$ cat config.mk
export PLATFORM = sky130hd
export DESIGN_NAME = mem_access_unit
export DESIGN_NICKNAME = d
export VERILOG_FILES = /design/src/rtl/mem_access_unit_pkg.sv /design/src/rtl/mem_lane_align.sv /design/src/rtl/mem_access_unit.sv
export SDC_FILE = /design/constraint.sdc
export NUM_CORES = 1
export LEC_CHECK = 0
export ABC_CLOCK_PERIOD_IN_PS = 3540
export CAP_MARGIN = 40
export CELL_PAD_IN_SITES_DETAIL_PLACEMENT = 2
export CELL_PAD_IN_SITES_GLOBAL_PLACEMENT = 2
export CORE_MARGIN = 2
export CORE_UTILIZATION = 23
export DETAILED_ROUTE_END_ITERATION = 12
export PLACE_DENSITY_LB_ADDON = 0.3
export SLEW_MARGIN = 20
export SYNTH_ARGS = -nofsm -noshare
export SYNTH_HDL_FRONTEND = slang
export SYNTH_SLANG_ARGS = --single-unit
$ cat constraint.sdc
create_clock -name clk -period 3.54 [get_ports clk]
set_input_delay 0.531 -clock clk [delete_from_list [all_inputs] [get_ports clk]]
set_output_delay 0.531 -clock clk [all_outputs]
set_load 0.005 [all_outputs]
$ cat src/rtl/mem_access_unit_pkg.sv
// Shared definitions for the load/store unit: opcodes, exception codes,
// FSM state encoding and small decode helpers.
package mem_access_unit_pkg;

    typedef enum logic [1:0] {
        ST_IDLE = 2'd0,
        ST_WAIT = 2'd1,
        ST_DONE = 2'd2
    } state_t;

    localparam logic [7:0] OP_LB  = 8'h20;
    localparam logic [7:0] OP_LH  = 8'h21;
    localparam logic [7:0] OP_LW  = 8'h23;
    localparam logic [7:0] OP_LBU = 8'h24;
    localparam logic [7:0] OP_LHU = 8'h25;
    localparam logic [7:0] OP_SB  = 8'h28;
    localparam logic [7:0] OP_SH  = 8'h29;
    localparam logic [7:0] OP_SW  = 8'h2B;

    localparam logic [4:0] EXC_ADEL    = 5'h04;
    localparam logic [4:0] EXC_ADES    = 5'h05;
    localparam logic [4:0] EXC_TIMEOUT = 5'h07;

    function automatic logic is_load(input logic [7:0] op);
        return (op == OP_LB) || (op == OP_LBU) || (op == OP_LH) ||
               (op == OP_LHU) || (op == OP_LW);
    endfunction

    function automatic logic is_store(input logic [7:0] op);
        return (op == OP_SB) || (op == OP_SH) || (op == OP_SW);
    endfunction

    function automatic logic is_misaligned(input logic [7:0] op, input logic [1:0] a);
        logic m;
        m = 1'b0;
        if ((op == OP_LH) || (op == OP_LHU) || (op == OP_SH))
            m = a[0];
        else if ((op == OP_LW) || (op == OP_SW))
            m = (a != 2'b00);
        return m;
    endfunction

endpackage

$ cat src/rtl/mem_lane_align.sv
// Byte-lane steering for stores and lane select / sign or zero extension
// for loads. Purely combinational.
module mem_lane_align
    import mem_access_unit_pkg::*;
#(
    parameter bit BIG_ENDIAN = 1'b0
) (
    input  logic [7:0]  op,
    input  logic [1:0]  addr_lo,
    input  logic [31:0] store_data,
    input  logic [31:0] rdata,
    output logic [3:0]  sel,
    output logic [31:0] wdata,
    output logic [31:0] load_data
);

    logic [1:0]  lane;
    logic        half;
    logic [7:0]  rd_byte;
    logic [15:0] rd_half;

    always_comb begin
        // Big-endian mirrors the lane index: byte 0 of the word sits in lane 3.
        lane      = BIG_ENDIAN ? ~addr_lo : addr_lo;
        half      = BIG_ENDIAN ? ~addr_lo[1] : addr_lo[1];
        rd_byte   = rdata[{lane, 3'b000} +: 8];
        rd_half   = half ? rdata[31:16] : rdata[15:0];
        sel       = 4'b0000;
        wdata     = 32'h0;
        load_data = 32'h0;
        case (op)
            OP_LB: begin
                sel       = 4'b0001 << lane;
                load_data = {{24{rd_byte[7]}}, rd_byte};
            end
            OP_LBU: begin
                sel       = 4'b0001 << lane;
                load_data = {24'h0, rd_byte};
            end
            OP_LH: begin
                sel       = half ? 4'b1100 : 4'b0011;
                load_data = {{16{rd_half[15]}}, rd_half};
            end
            OP_LHU: begin
                sel       = half ? 4'b1100 : 4'b0011;
                load_data = {16'h0, rd_half};
            end
            OP_LW: begin
                sel       = 4'b1111;
                load_data = rdata;
            end
            OP_SB: begin
                sel   = 4'b0001 << lane;
                wdata = {4{store_data[7:0]}};
            end
            OP_SH: begin
                sel   = half ? 4'b1100 : 4'b0011;
                wdata = {2{store_data[15:0]}};
            end
            OP_SW: begin
                sel   = 4'b1111;
                wdata = store_data;
            end
            default: begin
                sel = 4'b0000;
            end
        endcase
    end

endmodule

$ cat src/rtl/mem_access_unit.sv
// Pipeline memory stage: issues one bus transaction per load/store, stalls
// upstream while waiting, and reports alignment and bus-timeout exceptions.
//
//   state | meaning
//   IDLE  | pass-through, accept a new memory op
//   WAIT  | request on the bus, waiting for ack or timeout
//   DONE  | one-cycle write-back / exception report from registers
module mem_access_unit
    import mem_access_unit_pkg::*;
#(
    parameter int ADDR_W      = 32,
    parameter bit BIG_ENDIAN  = 1'b0,
    parameter int TIMEOUT_CYC = 16
) (
    input  logic              clk,
    input  logic              rst,
    input  logic              valid_i,
    input  logic [7:0]        aluop_i,
    input  logic [ADDR_W-1:0] addr_i,
    input  logic [31:0]       wdata_i,
    input  logic [31:0]       alu_result_i,
    input  logic [4:0]        wd_i,
    input  logic              wreg_i,
    input  logic              flush_i,
    output logic              mem_req_o,
    output logic              mem_we_o,
    output logic [ADDR_W-1:0] mem_addr_o,
    output logic [3:0]        mem_sel_o,
    output logic [31:0]       mem_wdata_o,
    input  logic              mem_ack_i,
    input  logic [31:0]       mem_rdata_i,
    output logic              stall_o,
    output logic [4:0]        wd_o,
    output logic              wreg_o,
    output logic [31:0]       wdata_o,
    output logic              exc_valid_o,
    output logic [4:0]        exc_code_o,
    output logic [ADDR_W-1:0] badvaddr_o
);

    localparam int CNT_W = $clog2(TIMEOUT_CYC + 1);

    state_t              state_q, state_d;
    logic [7:0]          op_q;
    logic [ADDR_W-1:0]   addr_q;
    logic [31:0]         sdata_q;
    logic [31:0]         rdata_q;
    logic [4:0]          wd_q;
    logic                wreg_q;
    logic                kill_q;
    logic                err_q;
    logic [CNT_W-1:0]    cnt_q;

    logic                is_mem;
    logic                misal;
    logic                accept;
    logic                in_wait;
    logic                timeout;
    logic [3:0]          lane_sel;
    logic [31:0]         lane_wdata;
    logic [31:0]         lane_load;

    // Steering works from the registered request so bus fields hold in WAIT.
    mem_lane_align #(
        .BIG_ENDIAN (BIG_ENDIAN)
    ) u_lane (
        .op         (op_q),
        .addr_lo    (addr_q[1:0]),
        .store_data (sdata_q),
        .rdata      (mem_rdata_i),
        .sel        (lane_sel),
        .wdata      (lane_wdata),
        .load_data  (lane_load)
    );

    assign is_mem  = valid_i && (is_load(aluop_i) || is_store(aluop_i));
    assign misal   = is_misaligned(aluop_i, addr_i[1:0]);
    assign accept  = (state_q == ST_IDLE) && is_mem && !misal && !flush_i;
    assign in_wait = (state_q == ST_WAIT);
    // Ack wins over a timeout landing in the same cycle.
    assign timeout = in_wait && !mem_ack_i && (cnt_q == '0);

    always_comb begin
        state_d     = state_q;
        mem_req_o   = 1'b0;
        mem_we_o    = 1'b0;
        mem_addr_o  = '0;
        mem_sel_o   = 4'b0000;
        mem_wdata_o = 32'h0;
        stall_o     = 1'b0;
        wd_o        = 5'h0;
        wreg_o      = 1'b0;
        wdata_o     = 32'h0;
        exc_valid_o = 1'b0;
        exc_code_o  = 5'h0;
        badvaddr_o  = '0;
        case (state_q)
            ST_IDLE: begin
                if (!is_mem) begin
                    wd_o    = wd_i;
                    wreg_o  = wreg_i;
                    wdata_o = alu_result_i;
                end else if (flush_i) begin
                    state_d = ST_IDLE;
                end else if (misal) begin
                    exc_valid_o = 1'b1;
                    exc_code_o  = is_load(aluop_i) ? EXC_ADEL : EXC_ADES;
                    badvaddr_o  = addr_i;
                end else begin
                    stall_o = 1'b1;
                    state_d = ST_WAIT;
                end
            end
            ST_WAIT: begin
                stall_o     = 1'b1;
                mem_req_o   = 1'b1;
                mem_we_o    = is_store(op_q);
                mem_addr_o  = addr_q;
                mem_sel_o   = lane_sel;
                mem_wdata_o = lane_wdata;
                if (mem_ack_i || timeout)
                    state_d = ST_DONE;
            end
            ST_DONE: begin
                wd_o        = wd_q;
                wreg_o      = wreg_q && !kill_q && !err_q;
                wdata_o     = rdata_q;
                exc_valid_o = err_q && !kill_q;
                exc_code_o  = (err_q && !kill_q) ? EXC_TIMEOUT : 5'h0;
                badvaddr_o  = (err_q && !kill_q) ? addr_q : '0;
                state_d     = ST_IDLE;
            end
            default: begin
                state_d = ST_IDLE;
            end
        endcase
        if (rst) begin
            mem_req_o   = 1'b0;
            mem_we_o    = 1'b0;
            mem_addr_o  = '0;
            mem_sel_o   = 4'b0000;
            mem_wdata_o = 32'h0;
            stall_o     = 1'b0;
            wd_o        = 5'h0;
            wreg_o      = 1'b0;
            wdata_o     = 32'h0;
            exc_valid_o = 1'b0;
            exc_code_o  = 5'h0;
            badvaddr_o  = '0;
        end
    end

    always_ff @(posedge clk or posedge rst) begin
        if (rst) begin
            state_q <= ST_IDLE;
            op_q    <= 8'h0;
            addr_q  <= '0;
            sdata_q <= 32'h0;
            rdata_q <= 32'h0;
            wd_q    <= 5'h0;
            wreg_q  <= 1'b0;
            kill_q  <= 1'b0;
            err_q   <= 1'b0;
            cnt_q   <= '0;
        end else begin
            state_q <= state_d;
            if (accept) begin
                op_q    <= aluop_i;
                addr_q  <= addr_i;
                sdata_q <= wdata_i;
                wd_q    <= wd_i;
                wreg_q  <= wreg_i && is_load(aluop_i);
                kill_q  <= 1'b0;
                err_q   <= 1'b0;
                cnt_q   <= CNT_W'(TIMEOUT_CYC - 1);
            end
            if (in_wait) begin
                if (flush_i)
                    kill_q <= 1'b1;
                if (mem_ack_i)
                    rdata_q <= lane_load;
                else if (cnt_q != '0)
                    cnt_q <= cnt_q - 1'b1;
                if (timeout)
                    err_q <= 1'b1;
            end
        end
    end

endmodule

# --- Yosys cells after proc, flatten, opt, wreduce, memory -nomap -nowiden ---
# Index checks and enable logic that the tools add are counted.
totals:
  ff_bits: 119
  latch_bits: 0
  ramBits: 0
  romBits: 0
  input_bits: 147
  output_inout_bits: 147
  elab_cells: 135
  mem_count: 0
op_classes:
  n_addsub: 1
  mul: 0
  div: 0
  n_lt_le_gt_ge: 0
  n_eq_ne: 21
  shifts: 2
  mux: 64
  bitwise: 0
  n_reduce_logical: 37
ops:
  columns: ["cell", "n"]
  rows:
  - ["32-bit two-way mux", 11]
  - ["32-bit one-hot mux with 5 select lines", 1]
  - ["8-bit by 6-bit equality test with 1-bit output (second input constant)", 16]
  - ["32-bit one-hot mux with 2 select lines", 2]
  - ["32-bit one-hot mux with 3 select lines", 1]
  - ["5-bit two-way mux", 7]
  - ["32-bit by 6-bit variable part select with 8-bit output", 1]
  - ["1-bit two-way mux", 23]
  - ["16-bit two-way mux", 1]
  - ["1-bit logical OR", 13]
  - ["3-bit two-way mux", 4]
  - ["4-bit two-way mux", 3]
  - ["4-bit one-hot mux with 3 select lines", 1]
  - ["1-bit logical AND", 10]
  - ["5-bit one-hot mux with 2 select lines", 1]
  - ["2-bit two-way mux", 4]
  - ["1-bit one-hot mux with 2 select lines", 3]
  - ["3-bit one-hot mux with 2 select lines", 1]
  - ["3-bit OR reduction", 2]
  - ["1-bit logical NOT", 5]
  - ["5-bit logical NOT", 1]
  - ["5-bit nonzero test", 1]
  - ["5-bit by 1-bit subtractor with 5-bit output (second input constant)", 1]
  - ["2-bit one-hot mux with 2 select lines", 1]
  - ["11 further kinds", 11]

# --- Depth between registers and ports, before layout ---
logic_depth:
  ltp_word: 14
  ltp_mapped: 8
  depth_no_buf: 6

# --- Modules after synthesis ---
# From an unflattened synthesis, not the netlist that was laid out.
unflattened:
  hier_cells: 684
  hier_area_um2: 7250.7
by_module_without_submodules:
  columns: ["module", "instances", "cells_each", "area_per_inst_um2", "seq_area_each_um2"]
  rows:
  - ["mem_access_unit", 1, 475, 5900.7, 2977.9]
  - ["mem_lane_align", 1, 209, 1350.0, 0.0]

# --- Worst setup path after synthesis ---
# OpenSTA, ideal clock, no wires.
synth_path:
  kind: "input-to-output"
  startpoint: "input port rst"
  endpoint: "output port exc_code_o[2]"
  t_arrival_ps: 1990
  path_slack_ps: 1019
  cell_stages: 8
  path_buffers: 4
  path_cell_list: "clkbuf_1 nor3b_1 and3_1 clkbuf_1 clkbuf_1 inv_1 o31ai_1 buf_4"
synth_between:
  elab_chain_cells: 1
synth_lines:
  columns: ["item", "line_no", "source"]
  rows:
  - ["start, declared", "mem_access_unit.sv:16", "input logic rst,"]
  - ["5-bit two-way mux", "mem_access_unit.sv:137", "if (rst) begin"]
  - ["end, declared", "mem_access_unit.sv:37", "output logic [4:0] exc_code_o,"]
# Every way passes these cells.

# --- Worst setup path in the final report ---
layout_path:
  startpoint: "input port aluop_i[7]"
  endpoint: "output port badvaddr_o[8]"
layout_between:
  elab_chain_cells: 10
  elab_cells_between_ends: 26
layout_lines:
  columns: ["item", "line_no", "source"]
  rows:
  - ["start, declared", "mem_access_unit.sv:18", "input logic [7:0] aluop_i,"]
  - ["parallel branches: the longest is 7 deep, another holds 32-bit two-way mux", null, null]
  - ["32-bit two-way mux *", "mem_access_unit.sv:99", "if (!is_mem) begin"]
  - ["32-bit one-hot mux with 2 select lines *", "mem_access_unit.sv:97", "case (state_q)"]
  - ["32-bit two-way mux *", "mem_access_unit.sv:137", null]
  - ["end, declared", "mem_access_unit.sv:38", "output logic [ADDR_W-1:0] badvaddr_o"]
# Mark *: on every way between the ends.

==> impl_metrics.yaml <==
run_status:
  status: "complete, no violations"
sta:
  worst_slew_pin_slew_ns: 0.862
  slew_violations: 0
  hold_viol: 0
  fin_setup_tns_ns: 0
  fin_skew_ns: 0.00882
  period_minus_slack_ns: 3.40
  fmax_ghz: 0.294
  rsz0062_at_grt: "false"
  holdWs_ns: 0.470
  min_period_over_period: 0.959
  setup_viol: 0
  layout_setup_ws_ns: 0.144
  slew_headroom: 0.421
placement:
  place.gp.congestion: 0.736
  portBuffers: 291
  dp_slack_ns: 0.0687
  hpwlAfterDp_um: 19700
power_and_ir_drop:
  intPower_mw: 2.93
  p_sw_frac: 0.275
  power_frac_clock: 0.405
  total_power_mw: 4.05
  pwr-share-comb: 0.187
  power.switching_mw: 1.11
  ir_drop_mv: 0.231
  leakage_nw: 4.53
  p_seq_frac: 0.408
  powerDensity_nw_per_um2: 375
setup_path:
  path_cells: "clkdlybuf4s50_1 -> nor4b_2 -> nand3b_1 -> a211oi_4 -> buf_12 -> a22o_1 -> clkdlybuf4s50_1"
  slowest_stage: "clkdlybuf4s50_1"
  cp-start-kind: "primary input"
  cp_max_fo: 30
  slowest_delay_ns: 0.52
  cpMostUsedCell: "clkdlybuf4s50_1"
  end_kind: "primary output"
  cp.arrival_ns: 2.86
  path_class: "in2out"
  required_ns: 3.01
synthesis:
  synth_top_cell_area_share: 0.436
  synth_cell_types: 56
  synthXorXnorAreaFrac: 0
  synth_top_family_by_area: "compound AO/OA/AOI/OAI gates"
  synthSimpleGateAreaFrac: 0.161
  yosysSeqAreaShare: 0.436
  yosys.area_share.adder: 0.00183
  synth_ff_type: "dfrtp_1"
  yosysMostFrequentCell: "dfrtp_1"
  netlist_area_um2: 6830
  synthCells: 649
  synth_compound_area_frac: 0.180
  synthArstFlopShare: 1.00
  ys_ff_latch: 119
  yosys-top-cells-count: "dfrtp_1, a22o_1, mux2_1, nand2_1, nor2_1"
  synth_mux_area_frac: 0.173
  yosysTopAreaCell: "dfrtp_1"
  ys_warn_count: 0
  postSynthAreaPerCell_um2: 10.5
  synth-edff-count: 0
  netlist_top_cells_area: "dfrtp_1, mux2_1, a22o_1"
cts:
  cts_sinks: 119
  clk_path_buf_depth: 2
  cts_setup_buffers: 0
  tritoncts: "done"
  clk_pin_slew_worst_paths_ns: 0.06
  clk_latency_ns: 0.41
  root_buffer: "clkbuf_16"
  cts_buffers: 17
  hold_buffers: 0
  htree_levels: 4
  post_cts_resized: 0
global_routing:
  grt_pass1_vias: 6941
  met2_usage: 0.290
  grt_overflow: 0
  grt_max_degree: 115
  grt-busiest-layer: "met2"
  met3_usage: 0.0495
  use_met1: 0.230
  antenna_found_initial: 0
  grt_pass1_wl_um: 42500
  grt_use_total: 0.177
routing:
  detail_route.wl_per_cell_um: 20.4
  drc: 0
  drt-initial-drc-count: 249
  viasPerCell: 4.74
  routed_wirelength_um: 27000
  drtAntennaViolNets: 0
  via_count: 6284
  dr.pass1.iters: 4
run:
  max_cap_viol_count: 0
floorplan:
  fp-row-count: 63
  design.core.area_um2: 29400
  die_area_um2: 31100
  die_y_um: 176
  io_pins: 294
  initial_core_util: 0.232
  dieWidth_um: 176
layout:
  drive_gt1_frac: 0.0962
  final_nets: 1073
  n_fill_cell: 3117
  utilization: 0.367
  area_growth_pct: 58.1
  num_antenna_cells: 0
min_path:
  hold_path_class: "reg2reg"
[per-stage QoR]
stage | instance area [µm²] | std cells
2_1_floorplan | 6830 | 650
3_3_place_gp | 10200 | 1296
3_5_place_dp | 10200 | 1296
4_1_cts | 10800 | 1326
5_1_grt | 10800 | 1326
6_report | 10800 | 1326
[cell type report]
cell class | instances | area (µm²) | area share
multi-input combinational | 464 | 3590 | 0.333
timing repair buffer | 313 | 3150 | 0.292
sequential | 119 | 2980 | 0.276
tap | 390 | 488 | 0.0452
clock buffer | 21 | 460 | 0.0427
clock inverter | 9 | 78.8 | 0.00730
inverter | 10 | 46.3 | 0.00429
[worst max-delay path: cells and delay by family]
kind | cells | cell delay, ns
buffers and inverters | 3 | 1.17
AOI/OAI and AO/OA | 2 | 0.47
and+or+nand+nor | 2 | 0.66
[sequential cells by signal, indices dropped and copies added, names as in the netlist]
register  count
addr_q       32
rdata_q      32
sdata_q      32
op_q          8
cnt_q         5
wd_q          5
state_q       2
err_q         1
kill_q        1
wreg_q        1
[worst paths after layout]
check | startpoint | to | slack, ns | depth (start not counted)
min in group asynchronous | rst | addr_q[28] | 0.77 | 3
min reg2reg | op_q[5] | op_q[5] | 0.47 | 1
max in group asynchronous | rst | sdata_q[10] | 1.86 | 4
max reg2reg | state_q[1] | sdata_q[2] | 1.35 | 5
min | op_q[5] | op_q[5] | 0.47 | 1
max | aluop_i[7] | badvaddr_o[8] | 0.14 | 7
[logic make-up after synthesis]
logic type / count (synthesis)
flops: 119
fa+ha+maj: 1
simple gates: 201
mux: 99
compound gates: 161
buf+inv: 67
other cells: 1
[layer usage]
layer,up-vias,wire length (µm),share of wire
met5,-,0,0
met4,0,413,0.015
met3,20,1660,0.061
met2,181,12900,0.48
met1,3161,12100,0.45
li1,2922,-,-
[power by group through the flow]
stage	Combinational (mW)	Clock, mW	Sequential, mW
floorplan	0.420	0	1.61
global placement	0.748	0	1.67
detailed placement	0.770	0	1.68
CTS	0.777	1.70	1.65
global route	0.841	1.76	1.68
finish	0.758	1.64	1.65
[layout by cell type (no fill, tap or decap), drive strengths merged, types with 3 or more instances in the layout]
cell type,instances
mux2i,18
and3,3
clkinvlp,3
nand4,4
nor2b,13
nand3,6
nand2b,4
nand3b,5
nor4b,3
o21ai,9
o2bb2ai,6
a22oi,37
buf,22
clkdlybuf4s50,291
o31ai,3
nor2,46
mux4,8
inv,8
a21oi,23
mux2,73
and2,43
nand2,51
a22o,67
nor3,5
clkinv,7
dfrtp,119
a21o,3
nor3b,3
clkbuf,21
nor4,5
Note: power is estimated with default switching activity, not from simulation.
